<file path="src/rtl/cpu_pkg.sv">
// Shared definitions for the CPU: sequencer states, opcode map and control word layout.
package cpu_pkg;

    typedef enum logic [2:0] {
        StFetch  = 3'd0,
        StDecode = 3'd1,
        StExec1  = 3'd2,
        StExec2  = 3'd3,
        StHalt   = 3'd4
    } state_e;

    localparam logic [3:0] OpNop = 4'h0;
    localparam logic [3:0] OpLda = 4'h1;
    localparam logic [3:0] OpLdb = 4'h2;
    localparam logic [3:0] OpAdd = 4'h3;
    localparam logic [3:0] OpSub = 4'h4;
    localparam logic [3:0] OpLdm = 4'h5;
    localparam logic [3:0] OpStm = 4'h6;
    localparam logic [3:0] OpJmp = 4'h7;
    localparam logic [3:0] OpJz  = 4'h8;
    localparam logic [3:0] OpJc  = 4'h9;
    localparam logic [3:0] OpHlt = 4'hF;

    localparam int unsigned CtrlWidth = 14;

    typedef struct packed {
        logic halted;
        logic ir_load;
        logic pc_inc;
        logic pc_load;
        logic imm;
        logic a;
        logic b;
        logic a_out;
        logic alu_out;
        logic alu_sub;
        logic flags_load;
        logic mar_load;
        logic mem_out;
        logic mem_we;
    } ctrl_t;

    // Memory ops are the only ones needing a second execute cycle.
    function automatic logic is_two_step(input logic [3:0] op);
        return (op == OpLdm) || (op == OpStm);
    endfunction

endpackage

</file>
<file path="src/rtl/cpu_ctrl_decode.sv">
// Combinational control-word decode from sequencer state, opcode and flags.
module cpu_ctrl_decode
    import cpu_pkg::*;
(
    input  logic [2:0]           i_state,
    input  logic [3:0]           i_opcode,
    input  logic                 i_flag_z,
    input  logic                 i_flag_c,
    input  logic                 i_fetch_go,
    output logic [CtrlWidth-1:0] o_ctrl
);

    ctrl_t w_ctrl;

    // Decode one control word per cycle; anything unlisted drives nothing.
    always_comb begin
        w_ctrl = '0;
        case (i_state)
            StFetch: begin
                if (i_fetch_go) begin
                    w_ctrl.ir_load = 1'b1;
                    w_ctrl.pc_inc  = 1'b1;
                end
            end
            StExec1: begin
                case (i_opcode)
                    OpLda: begin
                        w_ctrl.imm = 1'b1;
                        w_ctrl.a   = 1'b1;
                    end
                    OpLdb: begin
                        w_ctrl.imm = 1'b1;
                        w_ctrl.b   = 1'b1;
                    end
                    OpAdd, OpSub: begin
                        w_ctrl.alu_out    = 1'b1;
                        w_ctrl.a          = 1'b1;
                        w_ctrl.flags_load = 1'b1;
                        w_ctrl.alu_sub    = (i_opcode == OpSub);
                    end
                    OpLdm, OpStm: begin
                        w_ctrl.imm      = 1'b1;
                        w_ctrl.mar_load = 1'b1;
                    end
                    OpJmp: begin
                        w_ctrl.imm     = 1'b1;
                        w_ctrl.pc_load = 1'b1;
                    end
                    OpJz: begin
                        w_ctrl.imm     = i_flag_z;
                        w_ctrl.pc_load = i_flag_z;
                    end
                    OpJc: begin
                        w_ctrl.imm     = i_flag_c;
                        w_ctrl.pc_load = i_flag_c;
                    end
                    default: ;
                endcase
            end
            StExec2: begin
                if (i_opcode == OpLdm) begin
                    w_ctrl.mem_out = 1'b1;
                    w_ctrl.a       = 1'b1;
                end else if (i_opcode == OpStm) begin
                    w_ctrl.a_out  = 1'b1;
                    w_ctrl.mem_we = 1'b1;
                end
            end
            StHalt: begin
                w_ctrl.halted = 1'b1;
            end
            default: ;
        endcase
    end

    assign o_ctrl = w_ctrl;

endmodule

</file>
<file path="src/rtl/cpu_sequencer.sv">
// Instruction sequencer: state register and next-state logic; outputs come from cpu_ctrl_decode.
module cpu_sequencer
    import cpu_pkg::*;
(
    input  logic       clk,
    input  logic       reset,
    input  logic [3:0] c_opcode,
    input  logic       flag_z,
    input  logic       flag_c,
    input  logic       run,
    input  logic       imem_ready,
    output logic       c_ir_load,
    output logic       c_pc_inc,
    output logic       c_pc_load,
    output logic       c_imm,
    output logic       c_a,
    output logic       c_b,
    output logic       c_a_out,
    output logic       c_alu_out,
    output logic       c_alu_sub,
    output logic       c_flags_load,
    output logic       c_mar_load,
    output logic       c_mem_out,
    output logic       c_mem_we,
    output logic       halted
);

    state_e               r_state;
    state_e               w_state_next;
    logic                 w_fetch_go;
    logic [CtrlWidth-1:0] w_ctrl_bits;
    ctrl_t                w_ctrl;

    assign w_fetch_go = run & imem_ready;

    // State register with synchronous reset.
    always_ff @(posedge clk) begin
        if (reset) begin
            r_state <= StFetch;
        end else begin
            r_state <= w_state_next;
        end
    end

    // Next-state: fetch waits on run/ready, memory ops take EXEC2, HLT parks in HALT.
    always_comb begin
        w_state_next = StFetch;
        case (r_state)
            StFetch:  w_state_next = w_fetch_go ? StDecode : StFetch;
            StDecode: w_state_next = StExec1;
            StExec1: begin
                if (is_two_step(c_opcode)) begin
                    w_state_next = StExec2;
                end else if (c_opcode == OpHlt) begin
                    w_state_next = StHalt;
                end else begin
                    w_state_next = StFetch;
                end
            end
            StExec2:  w_state_next = StFetch;
            StHalt:   w_state_next = StHalt;
            default:  w_state_next = StFetch;
        endcase
    end

    cpu_ctrl_decode u_decode (
        .i_state    (r_state),
        .i_opcode   (c_opcode),
        .i_flag_z   (flag_z),
        .i_flag_c   (flag_c),
        .i_fetch_go (w_fetch_go),
        .o_ctrl     (w_ctrl_bits)
    );

    // Reset blanks every output in the cycle it is sampled, whatever the state.
    always_comb begin
        w_ctrl = reset ? '0 : ctrl_t'(w_ctrl_bits);
    end

    assign halted       = w_ctrl.halted;
    assign c_ir_load    = w_ctrl.ir_load;
    assign c_pc_inc     = w_ctrl.pc_inc;
    assign c_pc_load    = w_ctrl.pc_load;
    assign c_imm        = w_ctrl.imm;
    assign c_a          = w_ctrl.a;
    assign c_b          = w_ctrl.b;
    assign c_a_out      = w_ctrl.a_out;
    assign c_alu_out    = w_ctrl.alu_out;
    assign c_alu_sub    = w_ctrl.alu_sub;
    assign c_flags_load = w_ctrl.flags_load;
    assign c_mar_load   = w_ctrl.mar_load;
    assign c_mem_out    = w_ctrl.mem_out;
    assign c_mem_we     = w_ctrl.mem_we;

endmodule

</file>
<file path="config.mk">
export PLATFORM = sky130hd
export DESIGN_NAME = cpu_sequencer
export DESIGN_NICKNAME = d
export VERILOG_FILES = /design/src/rtl/cpu_pkg.sv /design/src/rtl/cpu_ctrl_decode.sv /design/src/rtl/cpu_sequencer.sv
export SDC_FILE = /design/constraint.sdc
export NUM_CORES = 1
export LEC_CHECK = 0
export CAP_MARGIN = 20
export CORE_AREA = 3 3 40 42
export CTS_CLUSTER_DIAMETER = 120
export DETAILED_ROUTE_END_ITERATION = 8
export DIE_AREA = 0 0 43 45
export PLACE_DENSITY = 0.71
export SLEW_MARGIN = 20
export SYNTH_ARGS = -nofsm -noshare
export SYNTH_HDL_FRONTEND = slang
export SYNTH_SLANG_ARGS = --single-unit
</file>
<file path="constraint.sdc">
create_clock -name clk -period 4.54 [get_ports clk]
set_input_delay 0.908 -clock clk [delete_from_list [all_inputs] [get_ports clk]]
set_output_delay 0.908 -clock clk [all_outputs]
set_load 0.05 [all_outputs]
</file>
# ---- Word level (Yosys, flattened, before mapping)
# Index checks and enable logic that the tools add are counted.
dict set report op_classes {
  add_sub_neg 0
  mul 0
  div 0
  order_cmp 0
  n_eq_ne 14
  shift 0
  mux 23
  bitwise 1
  reduce_logical 6
}
# cell n
set op_table {}
lappend op_table {{4-bit by 3-bit == test with 1-bit output (second input constant)} 4}
lappend op_table {{14-bit two-way mux} 1}
lappend op_table {{4-bit == test (second input constant)} 3}
lappend op_table {{3-bit case mux with 4 select lines} 1}
lappend op_table {{1-bit two-way mux} 10}
lappend op_table {{3-bit two-way mux} 3}
lappend op_table {{4-bit by 2-bit == test with 1-bit output (second input constant)} 2}
lappend op_table {{2-bit two-way mux} 4}
lappend op_table {{3-bit by 2-bit == test with 1-bit output (second input constant)} 2}
lappend op_table {{1-bit case mux with 3 select lines} 2}
lappend op_table {{5-bit OR reduction} 1}
lappend op_table {{4-bit by 1-bit == test with 1-bit output (second input constant)} 1}
lappend op_table {{4-bit two-way mux} 1}
lappend op_table {{2-bit OR reduction} 2}
lappend op_table {{3-bit by 1-bit == test with 1-bit output (second input constant)} 1}
lappend op_table {{3-bit == test (second input constant)} 1}
lappend op_table {{3-bit zero test} 1}
lappend op_table {{3-bit OR reduction} 1}
lappend op_table {{1-bit case mux with 2 select lines} 1}
lappend op_table {{1-bit bitwise AND} 1}
lappend op_table {{1-bit logical OR} 1}
dict set report totals {
  ff_bits 3
  latchBits 0
  ramBits 0
  mem_bits_ro 0
  in_bits 10
  out_inout_bits 14
  wordCells 45
  memories 0
}

# ---- Depth between registers and ports, before layout
dict set report logic_depth {
  ltp_word 5
  mapped_depth 5
  mapped_depth_nobuf 3
}

# ---- Modules after synthesis
# From an unflattened synthesis, not the netlist that was laid out.
dict set report unflattened {
  cells_unflattened 66
  area_unflattened_um2 476.7
}
# module n_inst cells_per_inst area_each_um2 seq_area_each_um2
set modules_own_cells {}
lappend modules_own_cells {cpu_ctrl_decode 1 36 240.2 0.0}
lappend modules_own_cells {cpu_sequencer 1 30 236.5 60.1}

# ---- Least setup slack after synthesis
# Ideal clock, no wire load.
dict set report synth_path {
  path_type {input -> output}
  startpoint {in reset}
  endpoint {out c_pc_inc}
  t_arrival_ps 3192
  required_time_ps 3632
  setup_slack_ps 440
  cell_stages 3
  n_path_buf 1
  cell_sequence {or2_2 nor4_1 buf_4}
}
dict set report synth_between {
  elab_chain_len 1
}
# item line
set synth_lines {}
lappend synth_lines {{from (decl)} cpu_sequencer.sv:6} ;# input logic reset,
lappend synth_lines {{14-bit two-way mux} cpu_sequencer.sv:77} ;# w_ctrl = reset ? '0 : ctrl_t'(w_ctrl_bits);
lappend synth_lines {{to (decl)} cpu_sequencer.sv:13} ;# output logic c_pc_inc,
# Every way passes these cells.

# ---- Final worst setup path
dict set report layout_path {
  startpoint {in c_opcode[2]}
  endpoint {out c_a}
}
dict set report layout_between {
  elab_chain_len 5
  word_cells_on_any_way 9
  classes_between {4 x eq/ne; 4 x mux; 1 x reduce/logical}
}
# item line
set layout_lines {}
lappend layout_lines {{from (decl)} cpu_sequencer.sv:7} ;# input logic [3:0] c_opcode,
lappend layout_lines {{4-bit by 1-bit == test with 1-bit output (tied with other cells)} cpu_ctrl_decode.sv:26} ;# case (i_opcode)
lappend layout_lines {{3-bit OR reduction (no source line)} n/a}
lappend layout_lines {{1-bit two-way mux} cpu_ctrl_decode.sv:26}
lappend layout_lines {{1-bit case mux with 2 select lines (*)} cpu_ctrl_decode.sv:18} ;# case (i_state)
lappend layout_lines {{14-bit two-way mux (*)} cpu_sequencer.sv:77}
lappend layout_lines {{to (decl)} cpu_sequencer.sv:16} ;# output logic c_a,
# Mark *: on every way between the ends. The rest lies on a longest branch, timed or not.

==> key figures <==
Floorplan
  – DIE AREA: 0.00194 sq mm
  – Core Footprint: 0.00128 sq mm
  – Height of the chip: 45 um
  – Rows: 13
  – Boundary pin count: 24
  – Die Wd: 43 um
  – Initial Utilization: 32.8%

Outcome
  – Outcome: finished clean

Synth
  – Post-synthesis mux area share: 0%
  – Ys flop type: dfxtp_1
  – Synth area leaders: dfxtp_1 (14%), buf_4 (8.9%), nand2b_4 (6.5%)
  – Largest family of logic cells by synthesized area: simple AND/OR/NAND/NOR gates
  – Syn Inst Count: 51
  – Synth async-reset ratio: 0%
  – Post-synth top area cell: dfxtp_1
  – Netlist cell types: 31
  – Post-synth net total: 61
  – Compound-Gate Fraction of Synth Area: 17.2%
  – Post-Synth Simple-Gate Area: 52.2%
  – Register bit total from synthesis: 3
  – Syn Area/Cell: 8.27 sq um
  – Post-synth EDFFs: 0
  – Syn. warnings: 0
  – Synth Cell Area: 422 sq um
  – Seq/Total Area, Yosys: 14.2%
  – Synth top area share: 14.2%
  – Synth Area in Adders: 0%
  – Synth cell count leaders: buf_4 (5), nor2_1 (5)
  – Post-Synth XOR/XNOR Area: 2.08%

Global routing
  – Largest net degree at the start of global routing: 12
  – Grt total ovfl: 0
  – Global routing met2 resource utilization: 21.0%
  – Vias in the first global route: 442
  – Global route hottest layer: met2
  – First-pass GRT wire length: 1.90 mm
  – Met3 usage: 2.39%
  – Total Routing Usage GR: 12.5%
  – Met1 Track Usage GR: 16.3%
  – Initial antenna violation count: 0

Final layout
  – Register area: 60.1 sq um
  – Largest register by flop count: r_state
  – Multi-input gate area: 302 sq um
  – Design Area, Final: 648 sq um
  – Synth-to-layout area growth: 53.7%
  – Leading registers by flop count: r_state x3
  – Final nets: 83
  – Max reg flops: 3
  – Antenna Cells: 0
  – # fillers: 131
  – Share of cells above drive strength 1: 18.1%

Worst setup path
  – CP Depth: 5
  – Most used cell, CP: clkdlybuf4s50_1
  – Critical path peak fanout: 10
  – Crit path buffers/inverters: 2
  – CP delay by family, top: buffers and inverters
  – Critical Path, Cell by Cell: clkdlybuf4s50_1, nand2b_4, or3_1, a2111oi_2, clkdlybuf4s50_1
  – Worst r2r path cells: 3
  – Worst EP required: 3630 ps
  – CP Capture Type: primary output
  – Kind of critical path: in2out
  – Worst Path Arrival: 3180 ps
  – Slowest stage delay, CP: 860 ps
  – Slowest stage cell, crit path: clkdlybuf4s50_1
  – Worst setup SP type: primary input

CTS
  – Clk sinks: 3
  – CTS Buffer Depth: 2
  – CTS Buf Count: 3
  – Setup bufs post-CTS: 0
  – Later-pin clock latency in the skew report: 230 ps
  – Root Driver: clkbuf_4
  – Hold Buf Count CTS: 0
  – Post-cts sizing count: 0
  – H-tree levels: 1
  – CTS tree: yes
  – Clock transition at path regs: 40 ps

Timing
  – Slew Limit Fails: 0
  – Clock Skews: 4.13 ps
  – PnR worst setup slack: 456 ps
  – Tmin final: 4080 ps
  – RSZ-0062 raised after global routing: false
  – Final setup fails: 0
  – Worst hold slack: 589 ps
  – Setup TNS: 0 ps
  – Fmax: 245 MHz
  – Final Cycle Share: 90.0%
  – Worst slew pin tran: 504 ps
  – Max-slew headroom: 66.3%
  – Endpoints failing hold: 0

Min path
  – Worst hold-check path type: reg2reg
  – WHS Path Cells: 1

Power
  – Leakage: 0.226 nW
  – Power Dens Cells: 164 mW/mm^2
  – VDD IR-drop max: 0.0000593 V

Route
  – Drt wl/cell: 12.1 um
  – Final ANT Viol Nets: 0
  – DRT Wirelength: 1.05 mm
  – DRC: 0
  – Via density: 4.99
  – Drt first pass iters: 4
  – 1st-iter DRT viols: 8
  – DR vias: 434

Placed design
  – Placer Congestion: 0.767
  – Place WS: 436 ps
  – Number of port buffers: 23
  – Hpwl dp: 863 um
  – DP Area: 622 sq um

Run
  – Max cap viols: 0
## cell families after synthesis
logic type / Yosys count
AOI/OAI and AO/OA: 9
xor gates and xnor gates: 1
buffers and inverters: 9
DFF: 3
and+or+nand+nor: 29
## final timing paths
kind,startpoint,end,slack (ps)
setup / recovery,c_opcode[2],c_a,460
hold / removal,r_state[2],r_state[1],590
setup reg to reg,r_state[0],r_state[0],3270
hold reg to reg,r_state[2],r_state[1],590
## through the flow
| step | instances | utilization (%) | total power, W |
|---|---|---|---|
| after CTS | 87 | 50.4 | 0.000109 |
| after detailed placement | 83 | 48.4 | 0.0000604 |
| after global placement | 83 | 48.4 | 0.0000599 |
| final | 87 | 50.4 | 0.000107 |
| after floorplan | 51 | - | 0.0000488 |
| after global routing | 87 | 50.4 | 0.000114 |
## report_power, final
part	switching (W)	internal (W)
combinational	0.0000165	0.0000149
clock	0.0000137	0.0000329
sequential	0.00000136	0.0000273
## layout by cell type (no fill, tap or decap), types with 2 or more instances in the layout
| cell | instances |
|---|---|
| nand2b_4 | 2 |
| clkdlybuf4s50_1 | 23 |
| dfxtp_1 | 3 |
| inv_1 | 3 |
| nand2b_1 | 3 |
| clkbuf_4 | 3 |
| nand2_1 | 3 |
| nor4_1 | 2 |
| nor2_1 | 5 |
| and3b_2 | 2 |
| nor3_2 | 2 |
## area by class of cell
cell class / instances / area share, %
clock buffers: 4 / 4.05
inverters: 3 / 1.74
multi-input cells: 39 / 46.5
flip-flops and latches: 3 / 9.27
well taps: 15 / 2.90
repair buffers: 23 / 35.5
## routing by layer
| layer | vias up | wire (um) | share of wire [%] |
|---|---|---|---|
| met5 | - | 0 | 0 |
| met4 | 0 | 0 | 0 |
| met3 | 0 | 44 | 4.2 |
| met2 | 11 | 533 | 51 |
| met1 | 199 | 474 | 45 |
| li1 | 224 | - | - |
## worst register-to-register path: cells and delay by family (launching register included)
kind             cells  cell delay, ps
flip-flops           1             360
AND/OR/NAND/NOR      3             850
Power figures use the tool's default switching activity.
